## src/rtl/fc_spi_slave.sv

```systemverilog
// SPI mode-0 slave bridging flight-computer frames onto the FPGA register map.
// 32-bit frames: 16-bit command (bit 15 = read, 14:0 = address) then 16-bit data.
//
// state    | meaning
// ---------+------------------------------------------------------------
// IDLE     | no frame; MISO released, waits for slave select low
// CMD      | shifting in the 16 command bits
// RD_FETCH | rd_en held for RD_LATENCY+1 cycles, read data captured at end
// DATA     | shifting write data in, or read data out on MISO
// DONE     | frame finished (or reset mid-frame); waits for slave select high
`timescale 1ns/1ps
module fc_spi_slave #(
  parameter int SYNC_STAGES = 2,
  parameter int RD_LATENCY  = 1
) (
  input  logic        clk210_p,
  input  logic        reset_p,
  input  logic        fc_spi_sclk_p,
  input  logic        fc_spi_ss_n_p,
  input  logic        fc_spi_mosi_p,
  output logic        fc_spi_miso_p,
  output logic        fc_spi_miso_oe_p,
  output logic [15:0] memory_map_spi_wr_addr_p,
  output logic [15:0] memory_map_spi_wr_data_p,
  output logic        memory_map_spi_wr_en_p,
  output logic [15:0] memory_map_spi_rd_addr_p,
  output logic        memory_map_spi_rd_en_p,
  input  logic [15:0] memory_map_spi_rd_data_p,
  output logic [15:0] spi_frame_count_p,
  output logic [15:0] spi_abort_count_p,
  output logic        spi_busy_p
);

  localparam int LAT_W = (RD_LATENCY > 0) ? $clog2(RD_LATENCY + 1) : 1;

  typedef enum logic [2:0] {
    ST_IDLE,
    ST_CMD,
    ST_RD_FETCH,
    ST_DATA,
    ST_DONE
  } state_t;

  state_t                 state;
  logic [SYNC_STAGES-1:0] sclk_sync;
  logic [SYNC_STAGES-1:0] ss_n_sync;
  logic [SYNC_STAGES-1:0] mosi_sync;
  logic                   sclk_prev;
  logic                   sclk_s;
  logic                   ss_n_s;
  logic                   mosi_s;
  logic                   sclk_rise;
  logic                   sclk_fall;
  logic                   abort;
  logic [5:0]             bit_cnt;
  logic [14:0]            rx;
  logic [15:0]            tx;
  logic                   is_rd;
  logic [LAT_W-1:0]       fetch_cnt;

  // ss_n resets low so a frame already running at reset release is never decoded
  always_ff @(posedge clk210_p) begin
    if (reset_p) begin
      sclk_sync <= '0;
      ss_n_sync <= '0;
      mosi_sync <= '0;
      sclk_prev <= 1'b0;
    end else begin
      sclk_sync <= {sclk_sync[SYNC_STAGES-2:0], fc_spi_sclk_p};
      ss_n_sync <= {ss_n_sync[SYNC_STAGES-2:0], fc_spi_ss_n_p};
      mosi_sync <= {mosi_sync[SYNC_STAGES-2:0], fc_spi_mosi_p};
      sclk_prev <= sclk_s;
    end
  end

  assign sclk_s    = sclk_sync[SYNC_STAGES-1];
  assign ss_n_s    = ss_n_sync[SYNC_STAGES-1];
  assign mosi_s    = mosi_sync[SYNC_STAGES-1];
  assign sclk_rise = sclk_s & ~sclk_prev;
  assign sclk_fall = ~sclk_s & sclk_prev;
  assign abort     = ss_n_s && (state == ST_CMD || state == ST_RD_FETCH || state == ST_DATA);

  always_ff @(posedge clk210_p) begin
    if (reset_p) begin
      state                    <= ST_DONE;
      bit_cnt                  <= '0;
      rx                       <= '0;
      tx                       <= '0;
      is_rd                    <= 1'b0;
      fetch_cnt                <= '0;
      fc_spi_miso_oe_p         <= 1'b0;
      memory_map_spi_wr_addr_p <= '0;
      memory_map_spi_wr_data_p <= '0;
      memory_map_spi_wr_en_p   <= 1'b0;
      memory_map_spi_rd_addr_p <= '0;
      memory_map_spi_rd_en_p   <= 1'b0;
      spi_frame_count_p        <= '0;
      spi_abort_count_p        <= '0;
    end else begin
      memory_map_spi_wr_en_p <= 1'b0;
      if (abort) begin
        // slave select wins over a coincident 32nd rise
        state                  <= ST_IDLE;
        memory_map_spi_rd_en_p <= 1'b0;
        fc_spi_miso_oe_p       <= 1'b0;
        spi_abort_count_p      <= spi_abort_count_p + 16'd1;
      end else begin
        case (state)
          ST_IDLE: begin
            if (!ss_n_s) begin
              state            <= ST_CMD;
              bit_cnt          <= '0;
              rx               <= '0;
              tx               <= '0;
              fc_spi_miso_oe_p <= 1'b1;
            end
          end
          ST_CMD: begin
            if (sclk_rise) begin
              rx      <= {rx[13:0], mosi_s};
              bit_cnt <= bit_cnt + 6'd1;
              if (bit_cnt == 6'd15) begin
                is_rd <= rx[14];
                if (rx[14]) begin
                  memory_map_spi_rd_addr_p <= {1'b0, rx[13:0], mosi_s};
                  memory_map_spi_rd_en_p   <= 1'b1;
                  fetch_cnt                <= LAT_W'(RD_LATENCY);
                  state                    <= ST_RD_FETCH;
                end else begin
                  memory_map_spi_wr_addr_p <= {1'b0, rx[13:0], mosi_s};
                  state                    <= ST_DATA;
                end
              end
            end
          end
          ST_RD_FETCH: begin
            if (fetch_cnt == '0) begin
              tx                     <= memory_map_spi_rd_data_p;
              memory_map_spi_rd_en_p <= 1'b0;
              state                  <= ST_DATA;
            end else begin
              fetch_cnt <= fetch_cnt - LAT_W'(1);
            end
          end
          ST_DATA: begin
            if (sclk_rise) begin
              rx      <= {rx[13:0], mosi_s};
              bit_cnt <= bit_cnt + 6'd1;
              if (bit_cnt == 6'd31) begin
                if (!is_rd) begin
                  memory_map_spi_wr_data_p <= {rx, mosi_s};
                  memory_map_spi_wr_en_p   <= 1'b1;
                end
                spi_frame_count_p <= spi_frame_count_p + 16'd1;
                state             <= ST_DONE;
              end
            end else if (sclk_fall && is_rd && bit_cnt >= 6'd17) begin
              tx <= {tx[14:0], 1'b0};
            end
          end
          ST_DONE: begin
            if (ss_n_s) begin
              state            <= ST_IDLE;
              fc_spi_miso_oe_p <= 1'b0;
            end
          end
          default: state <= ST_IDLE;
        endcase
      end
    end
  end

  assign fc_spi_miso_p = (state == ST_DATA) && is_rd && tx[15];
  assign spi_busy_p    = (state != ST_IDLE);

endmodule

```

## config.mk

```make
export PLATFORM = sky130hd
export DESIGN_NAME = fc_spi_slave
export DESIGN_NICKNAME = d
export VERILOG_FILES = /design/src/rtl/fc_spi_slave.sv
export SDC_FILE = /design/constraint.sdc
export NUM_CORES = 1
export LEC_CHECK = 0
export ABC_CLOCK_PERIOD_IN_PS = 5500
export CAP_MARGIN = 10
export CORE_UTILIZATION = 39
export CTS_CLUSTER_DIAMETER = 80
export DETAILED_ROUTE_END_ITERATION = 7
export DONT_BUFFER_PORTS = 1
export PLACE_DENSITY = 0.62
export SYNTH_ARGS = -nofsm -noshare
export SYNTH_HDL_FRONTEND = slang
export SYNTH_SLANG_ARGS = --single-unit
```

## constraint.sdc

```tcl
create_clock -name clk210_p -period 5.5 [get_ports clk210_p]
set_input_delay 1.1 -clock clk210_p [delete_from_list [all_inputs] [get_ports clk210_p]]
set_output_delay 1.1 -clock clk210_p [all_outputs]
set_load 0.01 [all_outputs]
```

==> reports/results.txt <==
Leakage power -> 2.180 nW
Setup WS pre-CTS -> 2.440 ns
Most frequent cells in the layout -> dfxtp_1, nor2_1, mux2i_1
Startpoint Class -> flip-flop
Post-synth ARST share -> 0
Drt wl/cell -> 17.98 um
Setup Viol. Count Final -> 0
Worst IR Drop VDD -> 0.2052 mV
Max Slew Vio Count -> 0
Clock Path Buffers -> 2
Cell taking the most area after synthesis -> dfxtp_1
Post-DRT Antenna Nets -> 0
Tightest Pin Transition -> 1.216 ns
Outcome -> finished, final reports clean
Setup WS post-layout -> 1.967 ns
Maxcap violations -> 0
Commonest non-fill, non-tap cell in the layout -> dfxtp_1
Worst Path Max Fanout -> 31
Drt initial violations -> 376
Overflow after GRT -> 0
Initial antenna violation count -> 0
Number of global-route vias before repair -> 4,322
Metal3 WL -> 1.438 mm
Post-Layout Cell Count -> 757
CTS HTree Levels -> 4
CTS tree -> yes
Overall Global Routing Usage -> 0.1891
Area Growth Syn to Fin -> 11.63%
Top Metal Used -> met4
Post-CTS Setup Repair Bufs -> 0
Hold-fix buffers, CTS -> 0
Fin nets -> 590
RSZ-0062 raised after global routing -> false
Antenna Cells -> 0
Die ar. -> 14,830 um2
Drt total wl -> 13.61 mm
Critical Path RT -> 4.40 ns
Routability cong. -> 0.7997
Synth top area cells -> dfxtp_1, mux2i_1, nor2_1
Setup_tns -> 0 ns
Synth Instances -> 591
Layout cell share with drive strength beyond 1 -> 0.09185
Cell Area, Placed -> 5627 um2
Synth warn -> 0
Dpl cells -> 725
DRC Markers -> 0
IO Count -> 106
CP endpoint kind -> output port
Routed vias -> 4,509
Final hold slack -> 0.4370 ns
Clock transition at path regs -> 0.06 ns
Final hold vios -> 0
Final min period -> 3.533 ns
CTS Buf Count -> 17
Worst setup path class -> flip-flop to output port
Post-DP HPWL -> 8.709 mm
Yosys reg bits -> 130
Drt via density -> 5.956
Crit path arrival time -> 2.43 ns
Cell area after synthesis -> 5595 um2
Yosys top cell area share -> 0.4651
Final Cycle Share -> 0.6424
Worst skew pair latency -> 0.42 ns
Port Buf Inserts -> 0
PwrDens -> 352.7 nW/um2
Die Wd -> 121.8 um
Library cells used by synthesis -> 57
Post-Route M1 WL -> 5.672 mm
Post_cts resized -> 0
Met2 wire length -> 6.292 mm
Core ar. -> 13,930 um2
First-pass DRT Iterations -> 5
Post-synthesis sequential area ratio -> 0.4651
Largest net degree at the start of global routing -> 133
Layout Cell Area excl Fill -> 6246 um2
Row count -> 43
Clock Skews -> 0.008994 ns
Root Buffer -> clkbuf_16
Fmax -> 283.1 MHz
Starting Density -> 0.4015
Post-synth EDFFs -> 0
Relative slew margins -> 0.1874
Chip height -> 121.8 um
Hold Crit Class -> flip-flop to flip-flop
Top FF cell, synth -> dfxtp_1
Avg Inst Size Synth -> 9.468 um2
First-pass GRT wire length -> 21.78 mm
Sink Count -> 130
[area by class of cell]
| class | instances | area [um2] |
|---|---|---|
| flip-flops and latches | 130 | 2603 |
| inverters | 9 | 33.78 |
| clock buffers | 20 | 436.7 |
| repair buffers | 4 | 30.03 |
| well taps | 180 | 225.2 |
| clock inverters | 12 | 182.7 |
| fillers | 1351 | 7689 |
| multi-input cells | 402 | 2735 |
[flip-flops by register name, summed over array words and instances (netlist names), 2 cells and up]
name,flops
spi_frame_count_p,16
memory_map_spi_rd_addr_p,15
memory_map_spi_wr_addr_p,15
ss_n_sync,2
rx,15
bit_cnt,6
state,3
memory_map_spi_wr_data_p,16
spi_abort_count_p,16
mosi_sync,2
tx,16
sclk_sync,2
[critical path, stage by stage (launching register included)]
cell and delay [ns]:
dfxtp_1 0.98, and3b_1 0.71, and3_1 0.31
[synthesized netlist by cell type, types with 2 or more instances]
cell type    n
o31ai_1      5
buf_2        8
or3_1        9
or2_1        2
a211oi_1     6
buf_4        3
o21ai_0      5
nor2b_1     14
mux2i_1     34
dfxtp_1    130
and4b_1      2
inv_1        8
o41ai_1      8
mux2_1       5
nor4_1       6
xnor2_1      4
and3_1       7
a31o_1      16
a31oi_1     17
a32oi_1     15
clkbuf_1    34
a21oi_1     20
ha_1         5
buf_6        2
or4_1        5
nand3_1     15
o311ai_1     7
o21ai_1      8
nand2_1     18
nor4b_1     15
and4_1       2
and2_1       2
nor2_1      73
a22oi_1     16
buf_1        4
xor2_1       5
and3b_1      3
nand4_1     14
nor3_1       5
or2_2        8
a211oi_2    10
[worst paths after layout]
path | from | endpoint | slack, ns | depth (start not counted)
min | mosi_sync[0] | mosi_sync[1] | 0.44 | 1
max | state[1] | fc_spi_miso_p | 1.97 | 2
max reg2reg | state[1] | tx[0] | 2.53 | 4
min reg2reg | mosi_sync[0] | mosi_sync[1] | 0.44 | 1
[metal layers]
metal  vias to the layer above  GRT usage
met3                        21    0.09176
li1                       2155          -
met2                       174     0.2980
met5                         -          0
met4                         0    0.07562
met1                      2159     0.2186
[per-stage QoR]
stage	utilization	power [W]
3_5_place_dp	0.4038	0.001052
3_3_place_gp	0.4038	0.001048
6_report	0.4482	0.002203
5_1_grt	0.4482	0.002282
4_1_cts	0.4482	0.002228
2_1_floorplan	-	0.001053
[report_power, final]
part	switching, W	internal (W)
Clock	0.000411	0.000760
Sequential	0.0000120	0.000956
Combinational	0.0000407	0.0000235
Total	0.000464	0.00174
[cells by family after synthesis]
| logic type | Yosys count | synth area share |
|---|---|---|
| AO/OA/AOI/OAI | 141 | 0.1919 |
| XOR/XNOR | 9 | 0.01409 |
| adder cells (fa/ha/maj) | 5 | 0.01118 |
| buffers and inverters | 60 | 0.04673 |
| flip-flops | 130 | 0.4651 |
| multiplexers | 39 | 0.07089 |
| other | 1 | 0.0006702 |
| AND/OR/NAND/NOR | 206 | 0.1995 |
(Power assumes the default switching activity.)
